--- config.mk ---
export PLATFORM = sky130hd
export DESIGN_NAME = nand_op_sequencer
export DESIGN_NICKNAME = d
export VERILOG_FILES = /design/src/rtl/nand_op_sequencer_pkg.sv /design/src/rtl/nand_step_decode.sv /design/src/rtl/nand_op_sequencer.sv
export SDC_FILE = /design/constraint.sdc
export NUM_CORES = 1
export LEC_CHECK = 0
export BUFFER_PORTS_ARGS = -buffer_cell sky130_fd_sc_hd__buf_2
export CAP_MARGIN = 20
export CORE_AREA = 3 3 123 78
export DETAILED_ROUTE_END_ITERATION = 7
export DIE_AREA = 0 0 126 81
export PLACE_DENSITY = 0.67
export SETUP_SLACK_MARGIN = 0.5
export SKIP_CTS_REPAIR_TIMING = 1
export SLEW_MARGIN = 20
export SYNTH_ARGS = -nofsm -noshare
export SYNTH_HDL_FRONTEND = slang
export SYNTH_SLANG_ARGS = --single-unit
--- constraint.sdc ---
create_clock -name clk -period 2.07 [get_ports clk]
set_clock_uncertainty 0.1 [all_clocks]
set_input_delay 0.1035 -clock clk [delete_from_list [all_inputs] [get_ports clk]]
set_output_delay 0.1035 -clock clk [all_outputs]
set_load 0.05 [all_outputs]
--- src/rtl/nand_op_sequencer_pkg.sv ---
// Shared opcodes, state encoding, pass counts and operand/destination selects
// for the NAND-based logic-op sequencer.
package nand_op_sequencer_pkg;

  localparam int unsigned OP_W   = 3;
  localparam int unsigned STEP_W = 2;

  localparam logic [OP_W-1:0] OP_NAND = 3'd0;
  localparam logic [OP_W-1:0] OP_NOT  = 3'd1;
  localparam logic [OP_W-1:0] OP_AND  = 3'd2;
  localparam logic [OP_W-1:0] OP_OR   = 3'd3;
  localparam logic [OP_W-1:0] OP_XOR  = 3'd4;
  localparam logic [OP_W-1:0] OP_NOR  = 3'd5;

  localparam int unsigned PASSES_NAND = 1;
  localparam int unsigned PASSES_NOT  = 1;
  localparam int unsigned PASSES_AND  = 2;
  localparam int unsigned PASSES_OR   = 3;
  localparam int unsigned PASSES_XOR  = 4;
  localparam int unsigned PASSES_NOR  = 4;

  typedef enum logic [1:0] {
    ST_IDLE = 2'd0,
    ST_EXEC = 2'd1,
    ST_DONE = 2'd2
  } state_e;

  typedef enum logic [1:0] {
    SEL_OPA = 2'd0,
    SEL_OPB = 2'd1,
    SEL_T0  = 2'd2,
    SEL_T1  = 2'd3
  } src_sel_e;

  typedef enum logic [1:0] {
    DST_T0  = 2'd0,
    DST_T1  = 2'd1,
    DST_RES = 2'd2
  } dst_sel_e;

  function automatic logic op_legal(input logic [OP_W-1:0] op);
    return op <= OP_NOR;
  endfunction

  // Index of the final pass for an opcode; illegal opcodes never reach EXEC.
  function automatic logic [STEP_W-1:0] last_step(input logic [OP_W-1:0] op);
    case (op)
      OP_NAND: return STEP_W'(PASSES_NAND - 1);
      OP_NOT:  return STEP_W'(PASSES_NOT - 1);
      OP_AND:  return STEP_W'(PASSES_AND - 1);
      OP_OR:   return STEP_W'(PASSES_OR - 1);
      OP_XOR:  return STEP_W'(PASSES_XOR - 1);
      OP_NOR:  return STEP_W'(PASSES_NOR - 1);
      default: return '0;
    endcase
  endfunction

endpackage

--- src/rtl/nand_step_decode.sv ---
// Combinational pass schedule: for (op, step) selects the two NAND operands,
// the capture destination and whether this is the final pass.
module nand_step_decode
  import nand_op_sequencer_pkg::*;
(
  input  logic [OP_W-1:0]   op,
  input  logic [STEP_W-1:0] step,
  output src_sel_e          in1_sel,
  output src_sel_e          in2_sel,
  output dst_sel_e          dst_sel,
  output logic              last
);

  always_comb begin
    in1_sel = SEL_OPA;
    in2_sel = SEL_OPA;
    dst_sel = DST_RES;
    last    = (step == last_step(op));
    case (op)
      OP_NAND: in2_sel = SEL_OPB;
      OP_NOT:  ;
      OP_AND: begin
        case (step)
          2'd0: begin in2_sel = SEL_OPB; dst_sel = DST_T0; end
          default: begin in1_sel = SEL_T0; in2_sel = SEL_T0; end
        endcase
      end
      OP_OR, OP_NOR: begin
        case (step)
          2'd0: dst_sel = DST_T0;
          2'd1: begin in1_sel = SEL_OPB; in2_sel = SEL_OPB; dst_sel = DST_T1; end
          2'd2: begin
            in1_sel = SEL_T0;
            in2_sel = SEL_T1;
            // NOR keeps the OR result in t0 for the final inversion pass
            dst_sel = (op == OP_NOR) ? DST_T0 : DST_RES;
          end
          default: begin in1_sel = SEL_T0; in2_sel = SEL_T0; end
        endcase
      end
      OP_XOR: begin
        case (step)
          2'd0: begin in2_sel = SEL_OPB; dst_sel = DST_T0; end
          2'd1: begin in2_sel = SEL_T0; dst_sel = DST_T1; end
          2'd2: begin in1_sel = SEL_OPB; in2_sel = SEL_T0; dst_sel = DST_T0; end
          default: begin in1_sel = SEL_T1; in2_sel = SEL_T0; end
        endcase
      end
      default: ;
    endcase
  end

endmodule

--- src/rtl/nand_op_sequencer.sv ---
// Multi-cycle initiator that builds NAND/NOT/AND/OR/XOR/NOR from one external
// NAND pass per clock, with valid/ready command and result handshakes.
module nand_op_sequencer
  import nand_op_sequencer_pkg::*;
#(
  parameter int unsigned WIDTH = 8
) (
  input  logic             clk,
  input  logic             rst_n,
  input  logic             cmd_valid,
  output logic             cmd_ready,
  input  logic [OP_W-1:0]  cmd_op,
  input  logic [WIDTH-1:0] cmd_a,
  input  logic [WIDTH-1:0] cmd_b,
  output logic [WIDTH-1:0] nand_in1,
  output logic [WIDTH-1:0] nand_in2,
  input  logic [WIDTH-1:0] nand_out,
  output logic             res_valid,
  input  logic             res_ready,
  output logic [WIDTH-1:0] res_data,
  output logic             res_err,
  output logic             busy
);

  state_e            state_q, state_d;
  logic [OP_W-1:0]   op_q, op_d;
  logic [STEP_W-1:0] step_q, step_d;
  logic [WIDTH-1:0]  opa_q, opa_d, opb_q, opb_d;
  logic [WIDTH-1:0]  t0_q, t0_d, t1_q, t1_d;
  logic [WIDTH-1:0]  res_data_q, res_data_d;
  logic              res_err_q, res_err_d;
  logic              res_valid_q, cmd_ready_q, busy_q;
  logic [WIDTH-1:0]  nand_in1_q, nand_in1_d, nand_in2_q, nand_in2_d;
  dst_sel_e          dst_q, dst_d;
  logic              last_q, last_d;
  src_sel_e          in1_sel, in2_sel;

  assign cmd_ready = cmd_ready_q;
  assign res_valid = res_valid_q;
  assign res_data  = res_data_q;
  assign res_err   = res_err_q;
  assign busy      = busy_q;
  assign nand_in1  = nand_in1_q;
  assign nand_in2  = nand_in2_q;

  function automatic logic [WIDTH-1:0] pick(input src_sel_e sel,
                                            input logic [WIDTH-1:0] a,
                                            input logic [WIDTH-1:0] b,
                                            input logic [WIDTH-1:0] x,
                                            input logic [WIDTH-1:0] y);
    case (sel)
      SEL_OPA: return a;
      SEL_OPB: return b;
      SEL_T0:  return x;
      default: return y;
    endcase
  endfunction

  // Decode the pass that runs next cycle so the NAND ports can be registered.
  nand_step_decode u_decode (
    .op      (op_d),
    .step    (step_d),
    .in1_sel (in1_sel),
    .in2_sel (in2_sel),
    .dst_sel (dst_d),
    .last    (last_d)
  );

  always_comb begin : next_state
    state_d    = state_q;
    op_d       = op_q;
    opa_d      = opa_q;
    opb_d      = opb_q;
    t0_d       = t0_q;
    t1_d       = t1_q;
    step_d     = step_q;
    res_data_d = res_data_q;
    res_err_d  = res_err_q;
    case (state_q)
      ST_IDLE: begin
        if (cmd_valid && cmd_ready_q) begin
          op_d   = cmd_op;
          opa_d  = cmd_a;
          opb_d  = cmd_b;
          step_d = '0;
          if (op_legal(cmd_op)) begin
            state_d = ST_EXEC;
          end else begin
            state_d    = ST_DONE;
            res_data_d = '0;
            res_err_d  = 1'b1;
          end
        end
      end
      ST_EXEC: begin
        case (dst_q)
          DST_T0:  t0_d = nand_out;
          DST_T1:  t1_d = nand_out;
          default: ;
        endcase
        if (last_q) begin
          res_data_d = nand_out;
          res_err_d  = 1'b0;
          state_d    = ST_DONE;
        end else begin
          step_d = step_q + 2'd1;
        end
      end
      ST_DONE: begin
        if (res_ready) state_d = ST_IDLE;
      end
      default: state_d = ST_IDLE;
    endcase
  end

  always_comb begin : port_next
    nand_in1_d = '0;
    nand_in2_d = '0;
    if (state_d == ST_EXEC) begin
      nand_in1_d = pick(in1_sel, opa_d, opb_d, t0_d, t1_d);
      nand_in2_d = pick(in2_sel, opa_d, opb_d, t0_d, t1_d);
    end
  end

  always_ff @(posedge clk or negedge rst_n) begin
    if (!rst_n) begin
      state_q     <= ST_IDLE;
      op_q        <= '0;
      step_q      <= '0;
      opa_q       <= '0;
      opb_q       <= '0;
      t0_q        <= '0;
      t1_q        <= '0;
      res_data_q  <= '0;
      res_err_q   <= 1'b0;
      res_valid_q <= 1'b0;
      cmd_ready_q <= 1'b1;
      busy_q      <= 1'b0;
      nand_in1_q  <= '0;
      nand_in2_q  <= '0;
      dst_q       <= DST_T0;
      last_q      <= 1'b0;
    end else begin
      state_q     <= state_d;
      op_q        <= op_d;
      step_q      <= step_d;
      opa_q       <= opa_d;
      opb_q       <= opb_d;
      t0_q        <= t0_d;
      t1_q        <= t1_d;
      res_data_q  <= res_data_d;
      res_err_q   <= res_err_d;
      res_valid_q <= (state_d == ST_DONE);
      cmd_ready_q <= (state_d == ST_IDLE);
      busy_q      <= (state_d != ST_IDLE);
      nand_in1_q  <= nand_in1_d;
      nand_in2_q  <= nand_in2_d;
      dst_q       <= dst_d;
      last_q      <= last_d;
    end
  end

endmodule
### After elaboration in Yosys (flattened, before gate mapping)

Index checks and enable logic that the tools add are counted.

* bits in registers: 70
* input port bits: 31
* output and inout bits: 28
* logic and storage cells: 95

* add/subtract/negate cells: 1
* order comparisons: 1
* equal/unequal tests: 19
* multiplexer cells: 42
* reduce and logical (&&, ||, !) cells: 16

Operators with widths (number)
* $mux W8: 13
* $pmux W8 S3: 2
* $pmux W2 S3: 7
* $mux W2: 9
* $pmux W2 S2: 4
* $pmux W8 S2: 1
* $eq A2 B1 Y1 const B: 6
* $logic_not A2 Y1: 6
* $eq A2 B2 Y1 const B: 5
* $reduce_or A2 Y1: 5
* $eq A3 B2 Y1 const B: 2
* $eq A3 B3 Y1 const B: 2
* $mux W3: 2
* $ne A2 B2 Y1 const B: 3
* $reduce_and A4 Y1: 1
* $reduce_bool A2 Y1: 2
* $le A3 B3 Y1 const B: 1
* $logic_not A3 Y1: 1
* $mux W1: 3
* $add A2 B1 Y2 const B: 1
* $eq A2 B2 Y1: 1
* $pmux W1 S2: 1
* $logic_and A1 B1 Y1: 1

### Depth between registers and ports, before layout

Gate-level depths: netlist (run 1).

* depth in word-level cells: 10
* mapped depth: 9
* mapped depth without buffers: 8

### By module

Synthesis (run 1) repeated with hierarchy kept, for this count alone.

* cell total of the unflattened synthesis: 346
* area, all modules: 3455.8 µm²

Modules (own cells, without submodules)
* nand_op_sequencer: times used 1, cells each 305, area an instance 3155.5 µm², sequential area each 1752.9 µm²
* nand_step_decode: times used 1, cells each 41, area an instance 300.3 µm², sequential area each 0.0 µm²

### Least setup slack after synthesis (run 1)

OpenSTA, ideal clock, no wires.

* path kind: register to register
* from: register cmd_ready_q, in the netlist cmd_ready
* to: register nand_in2_q[5], in the netlist nand_in2[5]
* library setup time: 0.087 ns
* arrival: 2.321 ns
* data required time: 1.883 ns
* setup slack: -0.438 ns
* cell stages (with the launch flop): 9
* path buffers: 2
* period minus slack after synthesis: 2.508 ns
* path through: dfstp_2 -> and4bb_1 -> buf_6 -> mux2i_4 -> o21ai_2 -> a21oi_4 -> buf_4 -> or4b_1 -> o211ai_1

* word-level cells in the longest chain between the ends: 9
* elaborated cells on any way between the ends: 30
* those cells by class: 9 x eq/ne; 15 x mux; 6 x reduce/logical

RTL lines
* from (decl): line nand_op_sequencer.sv:32 `logic res_valid_q, cmd_ready_q, busy_q;`
* from (signal assigned): line nand_op_sequencer.sv:154 `cmd_ready_q <= (state_d == ST_IDLE);`
* $logic_and A1 B1 Y1 *: line nand_op_sequencer.sv:81 `if (cmd_valid && cmd_ready_q) begin`
* $mux W2 / $mux W3 (equally long branches): line nand_op_sequencer.sv:81
* $pmux W2 S2 / $mux W3 (equally long branches): line nand_op_sequencer.sv:79 `case (state_q)`
* $eq A2 B2 Y1, or another cell as far along: line nand_step_decode.sv:29 `case (step)`
* $pmux W2 S3, or another cell as far along: line nand_step_decode.sv:29
* $pmux W2 S3: line nand_step_decode.sv:19 `case (op)`
* $eq A2 B2 Y1, or another cell as far along: line nand_op_sequencer.sv:51 `case (sel)`
* $pmux W8 S3: line nand_op_sequencer.sv:51
* $mux W8 *: line nand_op_sequencer.sv:119 `if (state_d == ST_EXEC) begin`
* via nand_in2_d[5]: line nand_op_sequencer.sv:33 `logic [WIDTH-1:0] nand_in1_q, nand_in1_d, nand_in2_q, nand_in2_d;`
* to (signal assigned): line nand_op_sequencer.sv:157 `nand_in2_q <= nand_in2_d;`
* to (decl): line nand_op_sequencer.sv:33

Mark *: on every way through the listed nets, which the timed path passes. The rest lies on a longest branch.
A chain may end at the register's enable or synchronous reset.

### Worst setup path after layout (run 1)

* from: register cmd_ready_q, in the netlist cmd_ready
* to: register nand_in1_q[7], in the netlist nand_in1[7]

* word-level cells in the longest chain between the ends: 10
* elaborated cells on any way between the ends: 30
* those cells by class: 9 x eq/ne; 16 x mux; 5 x reduce/logical

RTL lines
* $logic_and A1 B1 Y1 *: line nand_op_sequencer.sv:81
* $mux W2: line nand_op_sequencer.sv:81
* $pmux W2 S2: line nand_op_sequencer.sv:79
* $eq A2 B1 Y1 / $logic_not A2 Y1 (equally long branches): line nand_step_decode.sv:29, nand_step_decode.sv:42, nand_step_decode.sv:23
* $reduce_or A2 Y1 (no source line)
* $pmux W2 S2: line nand_step_decode.sv:42 `case (step)`
* $pmux W2 S3: line nand_step_decode.sv:19
* $eq A2 B2 Y1, or another cell as far along: line nand_op_sequencer.sv:51
* $pmux W8 S3: line nand_op_sequencer.sv:51
* $mux W8 *: line nand_op_sequencer.sv:119
* via nand_in1_d[7]: line nand_op_sequencer.sv:33
* to (signal assigned): line nand_op_sequencer.sv:156 `nand_in1_q <= nand_in1_d;`
* to (decl): line nand_op_sequencer.sv:33

Marked as above.

==> results.md, run 1 <==
- Status: finished, violations left
- Failing checks: negative hold slack, negative setup slack
- Crit-path max cell delay: about 0.6 ns
- Gate Count Post-Synth: about 390
- CTS Sinks: 70
- Max-slew headroom: a little over two thirds
- Crit-path cells: and4bb_4 -> mux2i_4 -> inv_2 -> nor3_4 -> a31oi_4 -> buf_12 -> mux2i_1 -> o221a_1
- Starting DRT DRC Count: roughly 320
- DRT Wirelength: approximately 12 mm
- CP max stage cell: dfstp_4
- EDFF count, synth: 0
- PnR worst setup slack: -0.318 ns
- Row cnt: 26
- Buffers & Inverters on Critical Path: 2
- Final Setup Violations: 18
- Global-route wire length before repair: approximately 18 mm
- CP arrival: 2.51 ns
- Worst-case clock buffer depth: 2
- Synthesized area: about 3800 µm²
- Synthesis Warnings: 0
- Initial antenna violation count: 0
- Setup WS pre-CTS: -0.409 ns
- Maxcap violations: 0
- Final non-filler cell total: ~670
- Initial core utilization: a little under half
- Routability cong.: around 1
- Final min period: 2.39 ns
- Seq/Total Area, Yosys: a little under half
- Routed Antenna Nets: 0
- Wire length per cell: about 18 µm
- CP endpoint kind: flip-flop
- Overflow left after global routing: 0
- Power per cell area: 1860 nW/µm²
- CP startpoint kind: flip-flop
- Most common flop cell mapped by yosys: dfrtp_1
- Critical Path Fanout Max: 8
- CP required: roughly 2.2 ns
- Core area: 8460 µm²
- Worst Hold Class: in -> reg
- Tot Pwr: 0.0109 W
- Via/cell ratio: ~5.4
- Root Buffer: clkbuf_16
- Die footprint: slightly above 10,000 µm²
- GRT Util Overall: 22.6%
- Largest vdd supply drop: slightly above 900 µV
- Vias: between 3,000 and 4,000
- Fraction of layout cells with a size suffix above 1: 47.5%
- Worst Tran Pin Value: approximately 0.45 ns
- DP Area: 4940 µm²
- IO Port Bufs: between 50 and 60
- Yosys reg bits: 70
- H-tree depth: 3
- Top area cells in the synthesized netlist: dfrtp_1, mux2i_1, nand2_1
- Top Ports: 59
- Area Overhead vs Synth: 54.1%
- Die width: 126 µm
- Hold Fails Final Rpt: 1
- Dpl cells: 624
- Critical path class: reg -> reg
- Cell area after layout: 5870 µm²
- CTS tree: yes
- Asr flop ratio synth: 100%
- Cell taking the most area after synthesis: dfrtp_1
- Largest net degree at the start of global routing: just over 70
- Highest clock rate: between 400 and 500 MHz
- Synth cell types: 58
- Syn Nets: around 420
- Slew Limit Fails: 0
- Synth top area share: between 40 and 50%
- Nets: around 580
- Die Height: around 80 µm
- CTS buffer count: 9
- RSZ-0062 raised after global routing: yes
- Period utilization: 115%
- Drt first pass iters: 6
- Number of global-route vias before repair: roughly 3,200
- Number of diodes: 0
- Syn Area/Cell: 9.84 µm²
- Post-route DRC: 0
- Clk Latency, worst-skew pair: 0.34 ns
- Leakage: around 2.8 nW
- Dpl hpwl: around 8.4 mm
- Clock slew at reported path FFs: ~0.060 ns
- Worst Hold Slack: -0.0137 ns
- Family with the most delay on the worst path: flip-flops
synthesized netlist by cell type (3+ instances only):
cell      instances
a21oi_1          16
clkbuf_1          8
buf_2             9
o221ai_1         14
mux2i_1          26
nor2_1            9
inv_1            27
mux2_2           10
nand2_1          68
o21ai_0           5
and3_1            3
a21o_1            3
nand3_1          26
dfrtp_1          69
or4b_1            6
and2_1            9
o211ai_1         12
o221a_2           7
nand2b_1          8
nor3_1            4
metrics by stage:
step,setup TNS (ns),util [%]
floorplan,-5.14,-
global placement,-4.55,58.4
detailed placement,-6.29,58.4
CTS,-6.68,61.7
global route,-5.94,69.3
finish,-4.70,69.3
per-layer routing:
layer	vias to the layer above	routed length (µm)	GRT usage, %
met5	-	0	0
met4	0	154	5.78
met3	14	869	6.77
met2	145	5110	29.5
met1	1735	5980	35.6
li1	1723	-	-
report_power, final:
group | switching [W] | leakage [nW] | internal (W)
combinational | 0.00391 | 1.81 | 0.00320
sequential | 0.000333 | 0.898 | 0.00196
clock | 0.000634 | 0.132 | 0.000850
total | 0.00487 | 2.84 | 0.00601
area by class of cell:
cell class	instances	area [µm²]
Multi-Input combinational cell	271	2270
Inverter	28	105
Timing Repair Buffer	171	1310
Clock buffer	10	239
Tap cell	112	140
Clock inverter	6	45.0
Fill cell	641	2590
Sequential cell	70	1760
cell families (layout without fill, tap and decap cells):
| kind of cell | Yosys count | count (layout) | share of synthesized area, % |
|---|---|---|---|
| AO/OA/AOI/OAI | 83 | 85 | 17.7 |
| buffers and inverters | 48 | 215 | 5.42 |
| multiplexers | 37 | 37 | 10.4 |
| AND/OR/NAND/NOR | 146 | 146 | 19.8 |
| XOR/XNOR | 3 | 3 | 0.690 |
| flip-flops | 70 | 70 | 46.0 |
layout by cell type, fill, tap and decap left out, types with 3 or more instances in the layout:
cell           synthesis  final
nand3_2                0      5
nand2b_1               8      6
buf_4                  2     84
dfrtp_1               69     69
nor3_1                 4      3
or4b_1                 6      6
buf_6                  1      8
buf_2                  9     57
buf_12                 0      8
a21o_1                 3      3
mux2i_1               26     10
a21oi_1               16     13
nand2_1               68     62
nand3_1               26     21
inv_2                  1      4
o21a_4                 1      3
o221ai_1              14     12
mux2_4                 0     10
o221a_2                7      7
mux2i_4                1     14
clkinvlp_4             0      3
nor2_1                 9      8
and2_1                 9      6
inv_1                 27     24
mux2i_2                0      3
nand2_2                0      4
dlygate4sd3_1          0     12
clkbuf_16              0      9
o211ai_1              12     12
a21oi_2                1      4
o21ai_2                1      3
registers in the layout, indices dropped and copies added (netlist names), 3 cells and up:
| name | flops |
|---|---|
| nand_in1 | 8 |
| nand_in2 | 8 |
| op_q | 3 |
| opa_q | 8 |
| opb_q | 8 |
| res_data | 8 |
| t0_q | 8 |
| t1_q | 8 |
worst reg2reg max path: stages, from the launching register on:
cell      delay [ns]
dfstp_4         0.61
and4bb_4        0.30
mux2i_4         0.32
inv_2           0.13
nor3_4          0.24
a31oi_4         0.06
buf_12          0.16
mux2i_1         0.12
o221a_1         0.24
path summary, 6_finish.rpt:
check	start	to	slack [ns]	depth (start not counted)
max	cmd_ready	nand_in1[7]	-0.32	8
min	cmd_op[2]	op_q[2]	-0.01	3
min reg2reg	res_data[6]	res_data[6]	0.36	2
min in group asynchronous	rst_n	res_valid	0.20	3
max in group asynchronous	rst_n	opa_q[0]	1.33	3
max reg2reg	cmd_ready	nand_in1[7]	-0.32	8
(Power assumes the default switching activity.)
==> inputs of run 2 (changes only) <==
- PLACE_DENSITY: 0.67 -> unset
- clock period: 2.07 -> 2.4 ns (I/O delays scaled with it)
==> results.md, run 2 (same netlist as run 1, synthesis figures left out) <==
- Vias: ~3,600
- DP Area: around 4500 µm²
- Wire length per cell: around 18 µm
- Worst Hold Class: in -> reg
- Worst Hold Slack: -0.00601 ns
- PnR worst setup slack: -0.0172 ns
- Hold Fails Final Rpt: 2
- CP startpoint kind: flip-flop
- Routed Antenna Nets: 0
- Root Buffer: clkbuf_16
- RSZ-0062 raised after global routing: yes
- Cell area after layout: between 5000 and 6000 µm²
- Period utilization: 101%
- Starting DRT DRC Count: a little over 300
- Drt first pass iters: 5
- Commonest non-fill, non-tap cells in the layout: dfrtp_1, nand2_1, buf_2, buf_4, inv_1
- Top sig layer: met4
- Fraction of layout cells with a size suffix above 1: ~45%
- Clock slew at reported path FFs: roughly 0.060 ns
- Comb pwr share: between 60% and 70%
- CTS tree: yes
- Post-route DRC: 0
- Final Setup Violations: 2
- WL met3: slightly above 900 µm
- IO Port Bufs: 58
- Die Height: about 81 µm
- Fill cells: around 660
- Power per cell area: between 1500 and 2000 nW/µm²
- Overflow left after global routing: 0
- Max-slew headroom: 50.6%
- Nets: ~560
- CP arrival: 2.51 ns
- Number of global-route vias before repair: a little over 3,000
- Global-route wire length before repair: 17.3 mm
- Leakage: ~2.7 nW
- Worst-case clock buffer depth: 2
- Final min period: ~2.4 ns
- DRT Wirelength: around 12 mm
- Top Ports: between 50 and 60
- Commonest non-fill, non-tap cell in the layout: dfrtp_1
- Sequential Power Share: slightly above 20%
- Critical Path Fanout Max: 6
- Largest vdd supply drop: about 750 µV
- Number of diodes: 0
- Largest net degree at the start of global routing: 43
- Status: finished, violations left
- Met1 Wirelength: just under 6 mm
- Sw Ratio: 45.2%
- GRT Util Overall: ~22%
- Maxcap violations: 0
- Final non-filler cell total: between 600 and 700
- Dpl hpwl: approximately 8.3 mm
- CTS Sinks: 70
- Failing checks: negative hold slack, negative setup slack
- Area Overhead vs Synth: 49.2%
- Core area: between 8000 and 9000 µm²
- Routability cong.: 0.907
- CTS buffer count: 9
- Clock power share: 15.7%
- H-tree depth: 3
- Initial core utilization: between 40% and 50%
- Via/cell ratio: ~5.6
- Critical path class: reg -> reg
- Slew Limit Fails: 0
- Min-Delay Path Depth: 3
- Worst r2r path cells: 9
- CP required: around 2.5 ns
- Die footprint: roughly 10,000 µm²
- CP endpoint kind: flip-flop
- Row cnt: 26
- Met2 wire length: around 5 mm
- Worst Tran Pin Value: roughly 0.74 ns
- Dpl cells: 579
- Clk Latency, worst-skew pair: 0.33 ns
- Initial antenna violation count: 0
- Die width: roughly 130 µm
- Switch Pwr: around 0.0042 W
- Highest clock rate: 414 MHz
- Pint: approximately 0.0051 W
## run 2: path summary, 6_finish.rpt
check | startpoint | endpoint | slack (ns)
max in group asynchronous | rst_n | nand_in1[7] | 1.25
hold / removal | cmd_op[1] | op_q[1] | -0.006
min in group asynchronous | rst_n | res_valid | 0.28
hold reg to reg | res_data[7] | res_data[7] | 0.37
setup / recovery | cmd_ready | nand_in2[6] | -0.02
setup reg to reg | cmd_ready | nand_in2[6] | -0.02
## run 2: final cells by class
| cell class | instances | area, µm² | area share [%] |
|---|---|---|---|
| clock inverter | 6 | 92.6 | 1.63 |
| sequential | 70 | 1760 | 30.9 |
| tap | 112 | 140 | 2.47 |
| timing repair buffer | 145 | 1090 | 19.2 |
| clock buffer | 10 | 239 | 4.21 |
| inverter | 28 | 113 | 1.98 |
| multi-input combinational | 271 | 2250 | 39.6 |
## run 2: per-layer routing
layer  vias up  global-route usage, %
met1      1724                   34.5
met2       180                   28.4
li1       1664                      -
met3        20                   6.37
met5         -                      0
met4         0                   7.28
## run 2: power by group through the flow
stage	Sequential (W)	Combinational [W]	Clock, W
detailed placement	0.00193	0.00463	0
global route	0.00198	0.00637	0.00155
CTS	0.00191	0.00465	0.00149
floorplan	0.00241	0.00266	0
finish	0.00194	0.00595	0.00147
global placement	0.00190	0.00456	0
## run 2: critical path, cell delays in order, from the launching register on
cell and delay (ns):
dfstp_4 0.61, and4bb_4 0.31, buf_4 0.19, nor3_1 0.09
o2bb2ai_2 0.16, buf_4 0.17, buf_4 0.15, nand2_1 0.06
o21ai_0 0.27, o32ai_1 0.16
## run 2: metrics by stage
stage / TNS, ns / hold slack (ns) / util (%) / total power (W) / worst slack [ns]
after CTS: -1.76 / -0.246 / 57.4 / 0.00804 / -0.154
final: -0.0307 / -0.00601 / 67.2 / 0.00936 / -0.0172
after floorplan: -0.150 / -0.276 / - / 0.00507 / -0.0423
after global placement: -0.307 / 0.101 / 53.5 / 0.00646 / -0.0314
after global routing: -1.76 / 0.00598 / 67.2 / 0.00990 / -0.173
after detailed placement: -1.46 / 0.115 / 53.5 / 0.00656 / -0.117
==> inputs of run 3 (changes only) <==
- clock period: 2.4 -> 2.6 ns (I/O delays scaled with it)
==> results.md, run 3 (same netlist as run 1, synthesis figures left out) <==
- Status: finished, final reports clean
- Final Util: 61.9%
- CP arrival: about 2.6 ns
- Routability cong.: 0.882
- Most frequent cell on the critical path: buf_12
- Cell area after layout: 5240 µm²
- Worst Hold Slack: just over 0.02 ns
- Largest net degree at the start of global routing: 29
- Comb pwr share: roughly 60%
- Period utilization: ~95%
- Pint: 0.00443 W
- Maxcap violations: 0
- Sw Ratio: a little under half
- Met1 Wirelength: between 5 and 6 mm
- CTS buffer count: 9
- Clk Latency, worst-skew pair: around 0.33 ns
- Vias: 3,423
- Overflow left after global routing: 0
- Post-route DRC: 0
- CP startpoint kind: flip-flop
- Global-route wire length before repair: 16.2 mm
- Wire length per cell: ~18 µm
- Drt first pass iters: 6
- CP required: around 2.7 ns
- Met2 wire length: 4.51 mm
- Sequential Power Share: a little over a fifth
- Commonest non-fill, non-tap cell in the layout: dfrtp_1
- Top sig layer: met4
- Worst Tran Pin Value: between 0.6 and 0.7 ns
- Worst Hold Class: in -> reg
- Core area: about 8500 µm²
- Commonest non-fill, non-tap cells in the layout: dfrtp_1, nand2_1, buf_2, buf_4, inv_1
- CTS tree: yes
- Dpl hpwl: between 7 and 8 mm
- RSZ-0062 raised after global routing: yes
- Crit-path cells: and4bb_2 -> mux2i_4 -> buf_12 -> inv_4 -> nor3_4 -> a31oi_4 -> buf_12 -> mux2i_2 -> o221a_2
- Starting DRT DRC Count: roughly 380
- Top Ports: between 50 and 60
- Critical path class: reg -> reg
- CP max stage cell: dfstp_4
- Final min period: 2.47 ns
- Leakage: roughly 2.5 nW
- Clock slew at reported path FFs: around 0.060 ns
- Number of diodes: 0
- GRT Util Overall: about a fifth
- Root Buffer: clkbuf_16
- Highest clock rate: ~400 MHz
- Final non-filler cell total: 614
- Area Overhead vs Synth: 37.6%
- Max-slew headroom: roughly 57%
- R2r setup slk: 0.13 ns
- Dpl cells: 562
- Number of global-route vias before repair: 3,017
- Worst-case clock buffer depth: 2
- H-tree depth: 3
- Via/cell ratio: 5.57
- Hold Fails Final Rpt: 0
- DP Area: between 4000 and 5000 µm²
- Routed Antenna Nets: 0
- Crit-path max cell delay: roughly 0.62 ns
- CP endpoint kind: flip-flop
- Switch Pwr: between 0.003 and 0.004 W
- Final Setup Violations: 0
- Largest vdd supply drop: 626 µV
- Initial antenna violation count: 0
- Nets: approximately 530
- Initial core utilization: a little under half
- Power per cell area: 1540 nW/µm²
- Row cnt: 26
- Slew Limit Fails: 0
- Die width: between 100 and 150 µm
- Clock power share: ~18%
- Critical Path Fanout Max: 8
- Die Height: 81 µm
- Fraction of layout cells with a size suffix above 1: a little over a third
- WL met3: 977 µm
- CTS Sinks: 70
- IO Port Bufs: 58
- DRT Wirelength: approximately 11 mm
- Die footprint: between 10,000 and 15,000 µm²
==> run 3: cell count changes in the layout (fill, tap and decap cells not counted), moves of 3 or more <==
cell | before | now
buf_6 | 8 | 4
nand2_1 | 64 | 67
mux2i_1 | 13 | 20
nand3_1 | 19 | 24
mux2i_4 | 9 | 2
nand2_2 | 4 | 1
buf_4 | 55 | 38
o221ai_2 | 5 | 2
o221ai_1 | 9 | 12
nand3_2 | 7 | 2
dlygate4sd3_1 | 18 | 11
==> run 3: layout make-up <==
class                           instances  area (µm²)
Timing Repair Buffer                  119         861
Sequential cell                        70        1760
Fill cell                             709        3220
Inverter                               28         108
Tap cell                              112         140
Multi-Input combinational cell        269        2020
Clock inverter                          6         116
Clock buffer                           10         239
==> run 3: routing by layer <==
metal  up-vias  GRT usage, %
met2       169          28.0
met5         -             0
met1      1623          32.5
li1       1614             -
met4         0          4.50
met3        17          7.10
==> run 3: worst paths after layout <==
| path | start | endpoint | depth (start not counted) |
|---|---|---|---|
| max | cmd_ready | nand_in1[5] | 9 |
| min in group asynchronous | rst_n | res_valid | 2 |
| min reg2reg | res_data[3] | res_data[3] | 2 |
| min | cmd_b[5] | opb_q[5] | 3 |
| max reg2reg | cmd_ready | nand_in1[5] | 9 |
| max in group asynchronous | rst_n | nand_in2[7] | 3 |
==> run 3: power groups by stage <==
stage	combinational (W)	clock (W)	sequential [W]
after floorplan	0.00240	0	0.00221
after global placement	0.00386	0	0.00177
after detailed placement	0.00391	0	0.00179
after CTS	0.00394	0.00148	0.00177
after global routing	0.00516	0.00153	0.00183
final	0.00483	0.00145	0.00178
==> run 3: metrics by stage <==
stage	power, W	setup TNS, ns	setup slack (ns)
after floorplan	0.00461	0	0.158
after global placement	0.00564	0	0.0360
after detailed placement	0.00570	-0.0203	-0.0203
after CTS	0.00719	-0.0899	-0.0714
after global routing	0.00853	0	0.0808
final	0.00806	0	0.128
==> run 3: critical path, delay by kind of cell (launching register included) <==
kind                   cells  cell delay (ns)
multiplexers               2             0.44
AO/OA/AOI/OAI              2             0.31
AND/OR/NAND/NOR            2             0.49
buffers and inverters      3             0.39
flip-flops                 1             0.62
